File: config.mk
export PLATFORM = sky130hd
export DESIGN_NAME = if_id_stage
export DESIGN_NICKNAME = d
export VERILOG_FILES = /design/src/rtl/rv32i_pkg.sv /design/src/rtl/pc_register.sv /design/src/rtl/if_id_stage.sv
export SDC_FILE = /design/constraint.sdc
export NUM_CORES = 1
export LEC_CHECK = 0
export BUFFER_PORTS_ARGS = -buffer_cell sky130_fd_sc_hd__buf_2
export CAP_MARGIN = 40
export CORE_ASPECT_RATIO = 0.6
export CORE_MARGIN = 2
export CORE_UTILIZATION = 40
export CTS_BUF_LIST = sky130_fd_sc_hd__clkbuf_8
export DETAILED_ROUTE_END_ITERATION = 12
export PLACE_DENSITY = 0.66
export SLEW_MARGIN = 20
export SYNTH_ARGS = -nofsm -noshare
export SYNTH_HDL_FRONTEND = slang
export SYNTH_SLANG_ARGS = --single-unit
File: constraint.sdc
create_clock -name clk -period 3.1 [get_ports clk]
set_input_delay 0.62 -clock clk [delete_from_list [all_inputs] [get_ports clk]]
set_output_delay 0.62 -clock clk [all_outputs]
set_load 0.05 [all_outputs]
File: src/rtl/rv32i_pkg.sv
// rtl/rv32i_pkg.sv - shared RV32I pipeline constants and IF/ID register layout
package rv32i_pkg;

    localparam int XLEN_DEF = 32;

    localparam logic [31:0] INSTR_NOP = 32'h0000_0013;

    localparam logic [6:0] OPC_RTYPE  = 7'h33;
    localparam logic [6:0] OPC_LOAD   = 7'h03;
    localparam logic [6:0] OPC_OPIMM  = 7'h13;
    localparam logic [6:0] OPC_JALR   = 7'h67;
    localparam logic [6:0] OPC_STORE  = 7'h23;
    localparam logic [6:0] OPC_BRANCH = 7'h63;
    localparam logic [6:0] OPC_AUIPC  = 7'h17;
    localparam logic [6:0] OPC_LUI    = 7'h37;
    localparam logic [6:0] OPC_JAL    = 7'h6f;

    typedef struct packed {
        logic                valid;
        logic [XLEN_DEF-1:0] pc;
        logic [XLEN_DEF-1:0] pc_plus4;
        logic [31:0]         instr;
    } if_id_t;

endpackage

File: src/rtl/pc_register.sv
// rtl/pc_register.sv - program counter with rst > redirect > stall > increment priority
module pc_register
    import rv32i_pkg::*;
#(
    parameter int              XLEN     = XLEN_DEF,
    parameter logic [XLEN-1:0] RESET_PC = '0
) (
    input  logic            clk,
    input  logic            rst,
    input  logic            stall,
    input  logic            redirect_en,
    input  logic [XLEN-1:0] redirect_target,
    output logic [XLEN-1:0] pc,
    output logic [XLEN-1:0] pc_plus4
);

    // Word alignment is enforced by construction, so pc[1:0] can never be nonzero.
    localparam logic [XLEN-1:0] RESET_PC_ALIGNED = {RESET_PC[XLEN-1:2], 2'b00};

    assign pc_plus4 = pc + XLEN'(4);

    always_ff @(posedge clk) begin
        if (rst) begin
            pc <= RESET_PC_ALIGNED;
        end else if (redirect_en) begin
            pc <= {redirect_target[XLEN-1:2], 2'b00};
        end else if (!stall) begin
            pc <= pc_plus4;
        end
    end

endmodule

File: src/rtl/if_id_stage.sv
// rtl/if_id_stage.sv - RV32I instruction fetch stage and IF/ID pipeline register
module if_id_stage
    import rv32i_pkg::*;
#(
    parameter int              XLEN     = XLEN_DEF,
    parameter logic [XLEN-1:0] RESET_PC = '0
) (
    input  logic            clk,
    input  logic            rst,
    input  logic            stall,
    input  logic            flush,
    input  logic            redirect_en,
    input  logic [XLEN-1:0] redirect_target,
    output logic [XLEN-1:0] imem_addr,
    input  logic [31:0]     imem_rdata,
    output logic            id_valid,
    output logic [XLEN-1:0] id_pc,
    output logic [XLEN-1:0] id_pc_plus4,
    output logic [31:0]     id_instr,
    output logic [6:0]      id_opcode
);

    logic [XLEN-1:0] pc;
    logic [XLEN-1:0] pc_plus4;
    if_id_t          if_id_q;

    pc_register #(
        .XLEN     (XLEN),
        .RESET_PC (RESET_PC)
    ) u_pc_register (
        .clk             (clk),
        .rst             (rst),
        .stall           (stall),
        .redirect_en     (redirect_en),
        .redirect_target (redirect_target),
        .pc              (pc),
        .pc_plus4        (pc_plus4)
    );

    assign imem_addr = pc;

    // A flushed slot still captures pc/pc_plus4; only valid and instr define a bubble.
    always_ff @(posedge clk) begin
        if (rst) begin
            if_id_q.valid    <= 1'b0;
            if_id_q.pc       <= '0;
            if_id_q.pc_plus4 <= '0;
            if_id_q.instr    <= INSTR_NOP;
        end else if (flush) begin
            if_id_q.valid    <= 1'b0;
            if_id_q.pc       <= pc;
            if_id_q.pc_plus4 <= pc_plus4;
            if_id_q.instr    <= INSTR_NOP;
        end else if (!stall) begin
            if_id_q.valid    <= 1'b1;
            if_id_q.pc       <= pc;
            if_id_q.pc_plus4 <= pc_plus4;
            if_id_q.instr    <= imem_rdata;
        end
    end

    assign id_valid    = if_id_q.valid;
    assign id_pc       = if_id_q.pc;
    assign id_pc_plus4 = if_id_q.pc_plus4;
    assign id_instr    = if_id_q.instr;
    assign id_opcode   = if_id_q.instr[6:0];

endmodule

Yosys cells after proc, flatten, opt, wreduce, memory -nomap -nowiden. Index checks and enable logic that the tools add are counted.

Add/sub/neg operators: 1. Equal/unequal tests: 2. Mux-type cells: 4. Reductions and logical operators: 2.

Operators by type and width (count): $mux 96 (2); $mux 32 (2); $add 32x3->32 const B (1); $ne 2x1->1 const B (2); $reduce_or 2->1 (2).

Register bits: 129. Input bits: 69. Output and inout bits: 136. Logic and storage cells: 15.

Logic depth before layout (Yosys ltp). Gate-level depths: netlist (run 1).

Depth in word-level cells: 3. Mapped depth: 7. Mapped depth without buffers: 5.

Modules after synthesis. Synthesis (run 1) repeated with hierarchy kept, for this count alone.

Cell total of the unflattened synthesis: 704. Area total of the unflattened synthesis: 6772.7 sq um.

By module, submodules not included: if_id_stage (times used 1, cells an instance 407, area an instance 4410.5 sq um, sequential area each 1941.9 sq um); pc_register (times used 1, cells an instance 297, area an instance 2362.3 sq um, sequential area each 600.6 sq um).

Least setup slack after synthesis (run 1). No wires, ideal clock.

Path kind: reg2reg. Start point: reg u_pc_register.pc[2]. End point: reg if_id_q (netlist bit id_pc_plus4[28]). Library setup time: 0.091 ns. Data arrival time: 2.447 ns. Data required time: 3.009 ns. Path slack: 0.562 ns. Cell stages (with the launch flop): 7. Buffers on the path: 1. Period minus slack after synthesis: 2.538 ns. Cells stage by stage: dfxtp_1 -> ha_1 -> nand4_1 -> or3_1 -> clkbuf_1 -> or4_1 -> a311oi_1.

Longest elaborated chain between the ends: 3.

Ends and longest elaborated chain: start, declared (line pc_register.sv:13) `output logic [XLEN-1:0] pc,`; start signal, assigned (line pc_register.sv:26) `pc <= {redirect_target[XLEN-1:2], 2'b00};`; start signal, assigned (line pc_register.sv:28) `pc <= pc_plus4;`; $add 32x3->32 (*) (line pc_register.sv:20) `assign pc_plus4 = pc + XLEN'(4);`; $mux 96 (line if_id_stage.sv:54) `end else if (!stall) begin`; $mux 96 (*) (line if_id_stage.sv:49) `end else if (flush) begin`; end, declared (line if_id_stage.sv:25) `if_id_t if_id_q;`.

Mark *: on every way between the ends. The rest lies on a longest branch, timed or not. The select of a mux whose other input is x is not followed. A chain may end at the register's enable or synchronous reset.

Worst setup path in the final report (run 1).
Start point: reg u_pc_register.pc[3]. End point: reg if_id_q (netlist bit id_pc_plus4[28]).

The elaborated chain is that of the path after synthesis.

==> impl_table.tex, run 1 <==
\begin{tabular}{lr}
\hline
Metric & Value \\
\hline
\multicolumn{2}{l}{\textbf{Global routing}} \\
Wire length of the first global-routing pass & 27270 um \\
Antenna violations before repair & 0 \\
GRT Resource Usage Total & 23.86\% \\
Total global routing overflow & 0 \\
Pin count of the biggest net entering global routing & 39 \\
Number of global-route vias before repair & 4751 \\
\multicolumn{2}{l}{\textbf{Clocking}} \\
Total clock sinks & 123 \\
Clock tree root buffer cell & sky130\_fd\_sc\_hd\_\_clkbuf\_8 \\
Number of buffers created by CTS & 17 \\
PostCTS Resize Cnt & 0 \\
Number of H-tree levels & 4 \\
Post-CTS Hold Buffers & 0 \\
Buffers inserted by post-CTS timing repair & 0 \\
Maximum buffer depth of the clock tree & 2 \\
CTS tree & done \\
Clock latency reported for the late side of the worst-skew pair & 440 ps \\
CTS clk-pin slew, worst paths & 80 ps \\
\multicolumn{2}{l}{\textbf{Synthesis}} \\
Cells after synthesis & 673 \\
Per-instance average area after synthesis & 8.349 sq um \\
Cell area after synthesis & 0.005619 sq mm \\
Yosys warning count & 0 \\
Fraction of synthesized cell area in xor and xnor cells & 3.741\% \\
Synthesized-area fraction occupied by ao, oa, aoi and oai cells & 15.19\% \\
Fraction of synthesis flops using an asynchronous set or reset pin & 0\% \\
Register bit count reported by yosys & 123 \\
Portion of netlist area occupied by mux cells & 5.878\% \\
Number of enable flip-flop cells after synthesis & 0 \\
Most common flop cell mapped by yosys & sky130\_fd\_sc\_hd\_\_dfxtp\_1 \\
Largest family of logic cells by synthesized area & simple AND/OR/NAND/NOR gates \\
Simple logic cell fraction of the synthesized area & 24.03\% \\
Proportion of synthesized chip area in sequential cells & 43.82\% \\
Number of distinct library cells after synthesis & 45 \\
Area share of fa/ha/maj cells after synthesis & 0.2227\% \\
\multicolumn{2}{l}{\textbf{Min path}} \\
Endpoint of the worst hold path & id\_instr[1]\$\_SDFFE\_PP1N\_ \\
WHS Path Cells & 3 \\
Worst hold start & imem\_rdata[1] \\
Min-delay worst type & input pin to register \\
\multicolumn{2}{l}{\textbf{Drt}} \\
Via count & 5545 \\
Starting DRC count in detailed routing & 482 \\
Ratio of routed vias to standard cells & 5.301 \\
Antenna Violating Nets Remaining & 0 \\
Wire length per cell after detailed routing & 17.39 um \\
Final wirelength & 18190 um \\
Initial DRT Pass Iterations & 5 \\
Detailed-route DRC error count & 0 \\
\multicolumn{2}{l}{\textbf{Worst setup path}} \\
Endpoint of the most critical register-to-register path & id\_pc\_plus4[28]\$\_SDFFE\_PP0P\_ \\
Launch point of the worst reg-to-reg path & u\_pc\_register.pc[3]\$\_SDFFE\_PP0P\_ \\
Buffers plus inverters on the worst setup path & 0 \\
Cell type of the slowest stage on the worst timing path & sky130\_fd\_sc\_hd\_\_or3\_1 \\
Setup slack of the worst register-to-register path & 470 ps \\
Critical Path Fanout Max & 19 \\
Critical path class & register to register \\
Sort of element at the end of the critical path & register \\
Cells along the critical path & ha\_1 > nand4\_1 > or3\_1 > or4\_1 > a311oi\_1 \\
Crit path max-delay family & simple AND/OR/NAND/NOR gates \\
Required time at the worst-slack endpoint & 3450 ps \\
CP peak stage delay & 660 ps \\
Data arrival time of the worst path & 2980 ps \\
Nature of the critical path startpoint & register \\
Depth of the most critical reg-to-reg path & 5 \\
\multicolumn{2}{l}{\textbf{Die}} \\
Boundary pin count & 205 \\
Row Count & 33 \\
Die boundary width & 157.0 um \\
Initial Utilization & 41.12\% \\
Die outline height & 95.81 um \\
Overall die area & 0.01504 sq mm \\
Core Footprint & 0.01367 sq mm \\
\multicolumn{2}{l}{\textbf{Flow run}} \\
Maximum Capacitance Violations & 0 \\
\multicolumn{2}{l}{\textbf{Pwr}} \\
Power density relative to cell area & 558.0 mW/mm\^{}2 \\
Sw Pwr & 0.001334 W \\
Sequential share of power & 44.5\% \\
Share of total power consumed by net switching & 33.71\% \\
Relative contribution of the clock network to total power & 35.7\% \\
Power Internal & 0.002624 W \\
Leakage power total & 3.069 nW \\
Combinational group share of total power & 19.8\% \\
Peak ir drop on the vdd network & 0.0002402 V \\
\multicolumn{2}{l}{\textbf{Layout}} \\
Number of nets in the finished design & 911 \\
Reg area & 0.002462 sq mm \\
Filler cell count & 1339 \\
Antenna diode count & 0 \\
Area added between synthesis and finish & 26.25\% \\
Fraction of final layout cells with drive strength greater than 1 & 30.80\% \\
Area of the multi-input gates & 0.002784 sq mm \\
\multicolumn{2}{l}{\textbf{Timing}} \\
Fin Clk Skew & 9.559 ps \\
Shortest clock period the worst path allows after layout & 2633 ps \\
Slew margin rel. & 49.29\% \\
Worst setup slack after layout & 466.5 ps \\
Tightest Pin Transition & 753.7 ps \\
Share of the clock period used by the worst path after layout & 84.95\% \\
Smallest hold slack & 398.9 ps \\
RSZ-0062 raised after global routing & false \\
Sum of negative setup slack & 0 ps \\
Final Hold Violating Endpoints & 0 \\
Peak clock frequency supported by timing & 0.3797 GHz \\
Final number of setup-violating endpoints & 0 \\
Count of pins over their slew limit & 0 \\
\multicolumn{2}{l}{\textbf{Place}} \\
Final weighted congestion in routability-driven placement & 0.9294 \\
Dpl ws & 560.1 ps \\
Dpl hpwl & 13320 um \\
Port-buffer cells & 196 \\
\multicolumn{2}{l}{\textbf{Status}} \\
Status & complete, no violations \\
\hline
\end{tabular}
-- sequential cells by signal, indices dropped and copies added (netlist names) --
name and flops:
u_pc_register.pc 30, id_valid 1, id_pc 30, id_instr 32
id_pc_plus4 30
-- final cells by class --
cell class	instances	area share (%)
inverter	8	0.4233
clock buffer	19	3.686
clock inverter	13	1.799
multi-input combinational	469	39.24
sequential	123	34.71
tap	192	3.386
timing repair buffer	222	16.75
-- layout by cell type (no fill, tap or decap), types with 3 or more instances in the layout --
cell type,instances
sky130_fd_sc_hd__xor2_1,4
sky130_fd_sc_hd__mux2i_1,33
sky130_fd_sc_hd__inv_1,10
sky130_fd_sc_hd__clkinvlp_4,3
sky130_fd_sc_hd__nand2_1,86
sky130_fd_sc_hd__nand4_1,11
sky130_fd_sc_hd__a311oi_1,23
sky130_fd_sc_hd__and4_1,3
sky130_fd_sc_hd__buf_4,25
sky130_fd_sc_hd__xnor2_1,20
sky130_fd_sc_hd__nor4_1,18
sky130_fd_sc_hd__a2111oi_0,3
sky130_fd_sc_hd__and3_1,3
sky130_fd_sc_hd__or4_1,18
sky130_fd_sc_hd__or2_2,6
sky130_fd_sc_hd__a211oi_1,26
sky130_fd_sc_hd__conb_1,6
sky130_fd_sc_hd__nand3_1,10
sky130_fd_sc_hd__nor3_1,13
sky130_fd_sc_hd__o31ai_1,15
sky130_fd_sc_hd__o21ai_0,6
sky130_fd_sc_hd__dfxtp_1,123
sky130_fd_sc_hd__nor2_1,95
sky130_fd_sc_hd__or3_1,10
sky130_fd_sc_hd__clkbuf_8,19
sky130_fd_sc_hd__buf_2,196
sky130_fd_sc_hd__a21oi_1,36
sky130_fd_sc_hd__clkinv_2,4
-- synthesized netlist by cell type, types with 2 or more instances --
master | number | area (sq um)
sky130_fd_sc_hd__a2111oi_0 | 3 | 26.28
sky130_fd_sc_hd__a211oi_1 | 26 | 195.2
sky130_fd_sc_hd__a21oi_1 | 36 | 180.2
sky130_fd_sc_hd__a311o_1 | 2 | 20.02
sky130_fd_sc_hd__a311oi_1 | 23 | 201.4
sky130_fd_sc_hd__a31oi_1 | 2 | 12.51
sky130_fd_sc_hd__and3_1 | 3 | 18.77
sky130_fd_sc_hd__and4_1 | 3 | 26.28
sky130_fd_sc_hd__buf_1 | 11 | 41.29
sky130_fd_sc_hd__buf_2 | 10 | 50.05
sky130_fd_sc_hd__buf_4 | 16 | 120.1
sky130_fd_sc_hd__clkbuf_1 | 40 | 150.1
sky130_fd_sc_hd__dfxtp_1 | 123 | 2462
sky130_fd_sc_hd__inv_1 | 8 | 30.03
sky130_fd_sc_hd__mux2i_1 | 33 | 330.3
sky130_fd_sc_hd__nand2_1 | 86 | 322.8
sky130_fd_sc_hd__nand3_1 | 10 | 50.05
sky130_fd_sc_hd__nand4_1 | 11 | 68.82
sky130_fd_sc_hd__nor2_1 | 95 | 356.6
sky130_fd_sc_hd__nor2b_1 | 3 | 18.77
sky130_fd_sc_hd__nor3_1 | 13 | 65.06
sky130_fd_sc_hd__nor4_1 | 18 | 112.6
sky130_fd_sc_hd__o211ai_1 | 2 | 15.01
sky130_fd_sc_hd__o21ai_0 | 6 | 30.03
sky130_fd_sc_hd__o21bai_1 | 2 | 15.01
sky130_fd_sc_hd__o311ai_0 | 2 | 17.52
sky130_fd_sc_hd__o31ai_1 | 15 | 112.6
sky130_fd_sc_hd__or2_2 | 6 | 37.54
sky130_fd_sc_hd__or3_1 | 10 | 62.56
sky130_fd_sc_hd__or4_1 | 18 | 135.1
sky130_fd_sc_hd__xnor2_1 | 20 | 175.2
sky130_fd_sc_hd__xor2_1 | 4 | 35.03
-- tightest hold or removal path, stage by stage --
cell	delay, ps
sky130_fd_sc_hd__buf_2	80
sky130_fd_sc_hd__mux2i_1	60
sky130_fd_sc_hd__nand2_1	60
-- worst max-delay path by stage --
stage	from	end	slack (ps)	cells past startpoint
global route	u_pc_register.pc[3]$_SDFFE_PP0P_	id_pc_plus4[28]$_SDFFE_PP0P_	260	5
detailed placement	u_pc_register.pc[3]$_SDFFE_PP0P_	id_pc_plus4[28]$_SDFFE_PP0P_	560	5
CTS	u_pc_register.pc[3]$_SDFFE_PP0P_	id_pc_plus4[28]$_SDFFE_PP0P_	510	5
global placement	u_pc_register.pc[3]$_SDFFE_PP0P_	id_pc_plus4[28]$_SDFFE_PP0P_	600	5
floorplan	u_pc_register.pc[2]$_SDFFE_PP0P_	id_pc_plus4[28]$_SDFFE_PP0P_	560	6
finish	u_pc_register.pc[3]$_SDFFE_PP0P_	id_pc_plus4[28]$_SDFFE_PP0P_	470	5
-- power groups by stage --
stage | logic [W] | registers, W | clock network, W
2_1_floorplan | 0.000291 | 0.00206 | 0
3_3_place_gp | 0.000777 | 0.00179 | 0
3_5_place_dp | 0.000778 | 0.00179 | 0
4_1_cts | 0.000781 | 0.00176 | 0.00144
5_1_grt | 0.000828 | 0.00177 | 0.00151
6_report | 0.000782 | 0.00176 | 0.00141
-- cell families (layout without fill, tap and decap cells) --
family | after synthesis | count (layout)
AND/OR/NAND/NOR | 283 | 283
flip-flops | 123 | 123
AO/OA/AOI/OAI | 122 | 122
buffers and inverters | 86 | 262
multiplexers | 33 | 33
XOR/XNOR | 24 | 24
adder cells (fa/ha/maj) | 1 | 1
other | 1 | 6
-- through the flow --
stage          util (%)  std cells  cell area [sq um]  total power [W]
6_report          51.91       1046               7094         0.003958
5_1_grt           51.91       1046               7094         0.004112
4_1_cts           51.91       1046               7094         0.003977
3_5_place_dp      49.06       1014               6705         0.002573
3_3_place_gp      49.06       1014               6705         0.002571
2_1_floorplan         -        678               5638         0.002353
-- routing by layer --
layer,global-route usage (%),vias to the layer above,routed length (um)
met3,8.195,14,2083
met1,36.74,2558,8918
met5,0,-,0
met4,6.212,0,172
met2,30.70,258,7011
li1,-,2715,-
Note: power is estimated with default switching activity, not from simulation.
==> inputs of run 2 (changes only) <==
==> constraint.sdc (replaced) <==
create_clock -name clk -period 2.5 [get_ports clk]
set_input_delay 0.5 -clock clk [delete_from_list [all_inputs] [get_ports clk]]
set_output_delay 0.5 -clock clk [all_outputs]
set_load 0.05 [all_outputs]
==> run 2 against run 1 <==
Combinational power is 32% higher. Wire length rose by 0.70%. Sequential cell count unchanged. Non-clock buffer count increased by 19. Critical endpoint is now u_pc_register.pc[16]$_SDFFE_PP0P_. Largest cell class unchanged.
==> impl_table.tex, run 2 (synthesized netlist as in run 1, its figures left out) <==
\begin{tabular}{lr}
\hline
Metric & Value \\
\hline
\multicolumn{2}{l}{\textbf{Layout}} \\
Area added between synthesis and finish & 31.26\% \\
Flip-flop count of the largest register, all copies and words added & 32 \\
Most frequent standard cell in the layout excluding fill and tap cells & sky130\_fd\_sc\_hd\_\_buf\_2 \\
Number of nets in the finished design & 930 \\
Leading cell types in the layout, fill and taps excluded & 196 x sky130\_fd\_sc\_hd\_\_buf\_2, 121 x sky130\_fd\_sc\_hd\_\_dfxtp\_1, 95 x sky130\_fd\_sc\_hd\_\_nor2\_1 \\
Antenna diode count & 0 \\
Fraction of final layout cells with drive strength greater than 1 & 32.76\% \\
\multicolumn{2}{l}{\textbf{Pwr}} \\
Leakage power total & 3.217 nW \\
Sequential share of power & 39.4\% \\
Relative contribution of the clock network to total power & 41.8\% \\
Combinational group share of total power & 18.8\% \\
Power Internal & 0.003769 W \\
Share of total power consumed by net switching & 31.04\% \\
Power consumption & 0.005466 W \\
Power density relative to cell area & 741.1 mW/mm\^{}2 \\
Peak ir drop on the vdd network & 0.0003097 V \\
Sw Pwr & 0.001697 W \\
\multicolumn{2}{l}{\textbf{Timing}} \\
Smallest hold slack & 271.2 ps \\
Fin Clk Skew & 10.63 ps \\
Sum of negative setup slack & 0 ps \\
RSZ-0062 raised after global routing & false \\
Shortest clock period the worst path allows after layout & 2312 ps \\
Count of pins over their slew limit & 0 \\
Share of the clock period used by the worst path after layout & 92.49\% \\
Slew margin rel. & 54.90\% \\
Final Hold Violating Endpoints & 0 \\
Tightest Pin Transition & 671.3 ps \\
Peak clock frequency supported by timing & 0.4325 GHz \\
Final number of setup-violating endpoints & 0 \\
\multicolumn{2}{l}{\textbf{Clocking}} \\
Clock latency reported for the late side of the worst-skew pair & 440 ps \\
CTS tree & done \\
Number of H-tree levels & 4 \\
Maximum buffer depth of the clock tree & 2 \\
Total clock sinks & 123 \\
Buffers inserted by post-CTS timing repair & 0 \\
Post-CTS Hold Buffers & 0 \\
PostCTS Resize Cnt & 0 \\
CTS clk-pin slew, worst paths & 80 ps \\
Clock tree root buffer cell & sky130\_fd\_sc\_hd\_\_clkbuf\_8 \\
Number of buffers created by CTS & 17 \\
\multicolumn{2}{l}{\textbf{Global routing}} \\
Number of global-route vias before repair & 4794 \\
Total global routing overflow & 0 \\
Antenna violations before repair & 0 \\
GRT Resource Usage Total & 23.94\% \\
Pin count of the biggest net entering global routing & 40 \\
Wire length of the first global-routing pass & 27180 um \\
\multicolumn{2}{l}{\textbf{Drt}} \\
Wire length per cell after detailed routing & 17.20 um \\
Detailed-route DRC error count & 0 \\
Final wirelength & 18310 um \\
Antenna Violating Nets Remaining & 0 \\
Ratio of routed vias to standard cells & 5.302 \\
Starting DRC count in detailed routing & 407 \\
Via count & 5647 \\
Initial DRT Pass Iterations & 5 \\
\multicolumn{2}{l}{\textbf{Die}} \\
Die boundary width & 157.0 um \\
Overall die area & 0.01504 sq mm \\
Die outline height & 95.81 um \\
Boundary pin count & 205 \\
Core Footprint & 0.01367 sq mm \\
Row Count & 33 \\
Initial Utilization & 41.12\% \\
\multicolumn{2}{l}{\textbf{Worst setup path}} \\
Required time at the worst-slack endpoint & 2860 ps \\
Crit path max-delay family & simple AND/OR/NAND/NOR gates \\
CP peak stage delay & 560 ps \\
Critical Path Fanout Max & 11 \\
Critical path class & register to register \\
Launch point of the worst reg-to-reg path & u\_pc\_register.pc[3]\$\_SDFFE\_PP0P\_ \\
Cell type of the slowest stage on the worst timing path & sky130\_fd\_sc\_hd\_\_or3\_1 \\
Cells along the critical path & ha\_1 > nand4\_1 > or3\_1 > buf\_4 > or4\_1 > a311oi\_1 \\
Sort of element at the end of the critical path & register \\
Nature of the critical path startpoint & register \\
Critical path startpoint & u\_pc\_register.pc[3]\$\_SDFFE\_PP0P\_ \\
Buffers plus inverters on the worst setup path & 1 \\
Data arrival time of the worst path & 2670 ps \\
\multicolumn{2}{l}{\textbf{Min path}} \\
Worst hold start & imem\_rdata[0] \\
Min-delay worst type & input pin to register \\
\multicolumn{2}{l}{\textbf{Place}} \\
Dpl hpwl & 13560 um \\
Final weighted congestion in routability-driven placement & 0.8932 \\
Port-buffer cells & 196 \\
\multicolumn{2}{l}{\textbf{Status}} \\
Status & complete, no violations \\
\multicolumn{2}{l}{\textbf{Flow run}} \\
Maximum Capacitance Violations & 0 \\
\hline
\end{tabular}
## run 2: cell type report
cell class,count,area (sq um)
fill,1315,6291
inverter,8,30.03
clock buffer,18,247.7
clock inverter,14,265.3
timing repair buffer,241,1344
tap,192,240.2
sequential,123,2465
multi-input combinational,469,2784
## run 2: final timing paths
check / to / slack [ps] / depth (start not counted)
max reg2reg: u_pc_register.pc[16]$_SDFFE_PP0P_ / 190 / 6
max: u_pc_register.pc[16]$_SDFFE_PP0P_ / 190 / 6
min: id_instr[0]$_SDFFE_PP1N_ / 270 / 3
min reg2reg: id_valid$_SDFFE_PP0N_ / 450 / 2
## run 2: metrics by stage
step	util, %	instances	setup WS [ps]	instance area (sq um)
2_1_floorplan	-	678	8.629	5640
3_3_place_gp	50.22	1033	297.5	6863
3_5_place_dp	50.22	1033	225.0	6863
4_1_cts	53.97	1065	205.7	7376
5_1_grt	53.97	1065	17.91	7376
6_report	53.97	1065	187.8	7376
## run 2: power by group through the flow
stage | Combinational, W | Sequential (W) | Clock [W]
4_1_cts | 0.00102 | 0.00215 | 0.00232
6_report | 0.00103 | 0.00215 | 0.00229
2_1_floorplan | 0.000361 | 0.00256 | 0
3_3_place_gp | 0.00102 | 0.00219 | 0
5_1_grt | 0.00108 | 0.00217 | 0.00241
3_5_place_dp | 0.00102 | 0.00220 | 0
## run 2: layer usage
metal / wire length [um] / track usage, %
met1: 9116 / 37.42
met2: 6954 / 30.34
met3: 1996 / 7.384
met4: 161 / 5.985
met5: 85 / 4.422
## run 2: tightest hold or removal path, stage by stage
cell	delay, ps
sky130_fd_sc_hd__buf_2	70
sky130_fd_sc_hd__mux2i_1	50
sky130_fd_sc_hd__nand2_1	50
